$ cat config.mk
export PLATFORM = sky130hd
export DESIGN_NAME = mem_arbiter
export DESIGN_NICKNAME = d
export VERILOG_FILES = /design/src/rtl/mem_arbiter.sv
export SDC_FILE = /design/constraint.sdc
export NUM_CORES = 1
export LEC_CHECK = 0
export CAP_MARGIN = 0
export CORE_AREA = 2 2 116 118
export CTS_BUF_LIST = sky130_fd_sc_hd__clkbuf_8
export DETAILED_ROUTE_END_ITERATION = 8
export DIE_AREA = 0 0 118 120
export HOLD_SLACK_MARGIN = 0.12
export MAX_ROUTING_LAYER = met4
export PLACE_DENSITY = 0.56
export SYNTH_ARGS = -nofsm -noshare
export SYNTH_HDL_FRONTEND = slang
export SYNTH_SLANG_ARGS = --single-unit
$ cat constraint.sdc
create_clock -name clk -period 3.6 [get_ports clk]
set_input_delay 1.08 -clock clk [delete_from_list [all_inputs] [get_ports clk]]
set_output_delay 1.08 -clock clk [all_outputs]
set_load 0.01 [all_outputs]
$ cat src/rtl/mem_arbiter.sv
// mem_arbiter: two-master arbiter for a unified instruction/data memory with burst-limited tenures.
// Optional macro ARB_ROUND_ROBIN_EN: round-robin tie-break from IDLE instead of fixed master-0 priority.
module mem_arbiter #(
    parameter int BURST_MAX = 8
) (
    input  logic        clk,
    input  logic        reset,
    input  logic        req0,
    input  logic        we0,
    input  logic [31:0] adr0,
    input  logic [31:0] wd0,
    output logic [31:0] rd0,
    output logic        gnt0,
    input  logic        req1,
    input  logic        we1,
    input  logic [31:0] adr1,
    input  logic [31:0] wd1,
    output logic [31:0] rd1,
    output logic        gnt1,
    output logic        mem_we,
    output logic [31:0] mem_a,
    output logic [31:0] mem_wd,
    input  logic [31:0] mem_rd
);
    typedef enum logic [1:0] {IDLE, OWN0, OWN1} state_t;

    state_t     state, state_n;
    logic [7:0] cnt, cnt_n;
    logic       last_owner, last_n;
    logic       own_req, oth_req, pick1;

    always_ff @(posedge clk or posedge reset) begin
        if (reset) begin
            state      <= IDLE;
            cnt        <= '0;
            last_owner <= 1'b1;
        end else begin
            state      <= state_n;
            cnt        <= cnt_n;
            last_owner <= last_n;
        end
    end

`ifdef ARB_ROUND_ROBIN_EN
    assign pick1 = req1 & (~req0 | ~last_owner);
`else
    assign pick1 = req1 & ~req0;
`endif

    assign own_req = (state == OWN1) ? req1 : req0;
    assign oth_req = (state == OWN1) ? req0 : req1;

    // Tenure ends on a dropped request or on the last allowed beat with the other master waiting.
    always_comb begin
        state_n = state;
        cnt_n   = cnt;
        last_n  = last_owner;
        if (state == IDLE) begin
            cnt_n   = '0;
            state_n = pick1 ? OWN1 : (req0 ? OWN0 : IDLE);
        end else if (own_req && cnt != 8'(BURST_MAX - 1)) begin
            cnt_n = cnt + 8'd1;
        end else begin
            cnt_n = '0;
            if (oth_req)
                state_n = (state == OWN1) ? OWN0 : OWN1;
            else if (!own_req)
                state_n = IDLE;
            if (oth_req || !own_req)
                last_n = (state == OWN1);
        end
    end

    assign gnt0   = (state == OWN0);
    assign gnt1   = (state == OWN1);
    assign mem_a  = gnt0 ? adr0 : (gnt1 ? adr1 : '0);
    assign mem_wd = gnt0 ? wd0 : (gnt1 ? wd1 : '0);
    assign mem_we = gnt0 ? (we0 & req0) : (gnt1 ? (we1 & req1) : 1'b0);
    assign rd0    = gnt0 ? mem_rd : '0;
    assign rd1    = gnt1 ? mem_rd : '0;
endmodule

==> impl_metrics.json <==
{
  "status": "completed",
  "synth_area_leaders": "a22o_1, and2_1, dfrtp_1, buf_2, buf_6",
  "clock-sinks": 10,
  "grt.overflow.total": 0,
  "drt-total-wl_um": 10300,
  "cp_max_fo": 2,
  "cts_root_buf": "clkbuf_8",
  "ios": 297,
  "synthTopCellsByCount": "and2_1, a22o_1, buf_2",
  "grt_setup_unrepaired": "false",
  "post_cts_buffers": 0,
  "port_buffers": 296,
  "synth-warning-count": 0,
  "maxCapViolations": 0,
  "worst_setup_path_end_kind": "primary output",
  "num_rows": 42,
  "area_growth_pct": 196,
  "grt_max_degree": 54,
  "drtAntennaViolNets": 0,
  "max_clock_freq_mhz": 290,
  "worstSetupPathType": "in2out",
  "ff2ff_setup_slack_ps": 2170,
  "startpoint_type": "input port",
  "cts_resized": 0,
  "synthFlopType": "dfrtp_1",
  "relSlewSlack_pct": 74.6,
  "final_area_sq_um": 4800,
  "initial_core_util_pct": 12.5,
  "viasPerCell": 4.01,
  "setup_viol": 0,
  "async_flop_share_pct": 100,
  "leakagePower_nw": 1.83,
  "first_pass_iters": 6,
  "first_global_vias": 2574,
  "arrival_ps": 2370,
  "drv_slew": 0,
  "core_sq_um": 13000,
  "clkTransAtPathRegs_ps": 50,
  "clock_skew_ps": 2.82,
  "postSynthRegisterBits": 10,
  "cts_max_level": 1,
  "power.density_nw_per_um2": 209,
  "grtUsageTotal_pct": 13.6,
  "clk_latency_ps": 230,
  "post-synth-top-count-cell": "and2_1",
  "fin_crit_sh_pct": 95.7,
  "fin_crit_ps": 3450,
  "die-area_sq_um": 14200,
  "yosys.area.top_type": "a22o_1",
  "via_count": 2665,
  "hold_path.class": "reg2reg",
  "syn_avg_cell_area_sq_um": 7.92,
  "synthesis.area_sq_um": 1620,
  "place_ws_ps": 156,
  "ctsHoldBuffers": 0,
  "setup_tns_ps": 0,
  "antenna_found_initial": 0,
  "grt_pass1_wl_um": 15100,
  "post_dp_cell_area_sq_um": 4750,
  "cp.required_ps": 2520,
  "drt_iter0_drc": 98,
  "diodes": 0,
  "final_nets": 657,
  "cts_buffers": 3,
  "worst_pin_slew_ps": 381,
  "clockBufferDepth": 2,
  "layout-drive-gt1-share_pct": 2.66,
  "hold_viol": 0,
  "peakVddDrop_v": 0.000234,
  "dieWidth_um": 118,
  "synthCells": 205,
  "synth_top_area_share_pct": 34.5,
  "ys_types": 26,
  "avgRoutedWirePerCell_um": 15.5,
  "route.detailed.drc": 0,
  "cts_tree": "built",
  "ys_seq_area_share_pct": 15.4,
  "hpwl_um": 8630,
  "fin_ws_ps": 154,
  "gp_congestion": 0.802,
  "synth_fp_nets": 373,
  "synth_edf_count": 0,
  "die_height_um": 120
}
[path summary, 6_finish.rpt]
kind | endpoint | start | depth (start not counted)
setup / recovery | mem_we | req1 | 4
setup reg to reg | cnt[2] | cnt[0] | 4
min in group asynchronous | cnt[7] | reset | 2
hold reg to reg | cnt[0] | cnt[0] | 1
max in group asynchronous | cnt[2] | reset | 2
hold / removal | cnt[0] | cnt[0] | 1
[metrics by stage]
step / cells / utilization (%) / hold slack, ps / power, mW
floorplan: 205 / - / 496 / 0.390
global placement: 660 / 36.6 / 543 / 0.865
detailed placement: 660 / 36.6 / 561 / 0.867
CTS: 664 / 37.0 / 567 / 1.01
global route: 664 / 37.0 / 587 / 1.06
finish: 664 / 37.0 / 553 / 1.00
[layer usage]
layer	up-vias	wire [um]	track usage, %	share of wire [%]
li1	1318	-	-	-
met1	1216	4450	17.2	43
met2	125	5190	23.2	50
met3	6	559	2.61	5.4
met4	0	99	1.88	0.96
met5	-	0	-	0
[where the power goes]
| group | internal (mW) | total, mW | switching, mW |
|---|---|---|---|
| Clock | 0.0960 | 0.139 | 0.0425 |
| Sequential | 0.118 | 0.127 | 0.00931 |
| Combinational | 0.470 | 0.736 | 0.266 |
[worst max-delay path, cell delays in order]
cell and delay, ps:
clkdlybuf4s50_1 480, nand3_1 70, o21ai_0 170, clkdlybuf4s50_1 560
[cells in the final DEF (no fill, tap or decap), types with 3 or more instances in the layout]
master,netlist,layout
a21oi_1,3,3
a22o_1,64,64
and2_1,65,65
buf_4,3,3
clkbuf_8,0,4
clkdlybuf4s50_1,0,296
dfrtp_1,10,10
inv_1,3,3
nand2_1,3,3
nand3_1,6,6
nor2_1,5,5
o21ai_0,4,4
or3_1,3,3
[logic make-up (layout without fill, tap and decap cells)]
group	after synthesis	count (layout)	share of synthesized area, %
and+or+nand+nor	90	90	33.7
AOI/OAI and AO/OA	75	75	38.8
buffers and inverters	25	308	8.94
DFF	10	10	15.4
xor gates and xnor gates	3	3	1.62
adders and majority gates	2	2	1.54
[layout make-up]
| class | instances | area [sq um] |
|---|---|---|
| fillers | 1343 | 8180 |
| repair buffers | 301 | 3030 |
| multi-input cells | 170 | 1240 |
| flip-flops and latches | 10 | 250 |
| well taps | 176 | 220 |
| clock buffers | 4 | 55.1 |
| inverters | 3 | 11.3 |
[sequential cells by signal, indices dropped and copies added, names as in the netlist]
signal / flops
state: 2
cnt: 8
Note: power is estimated with default switching activity, not from simulation.
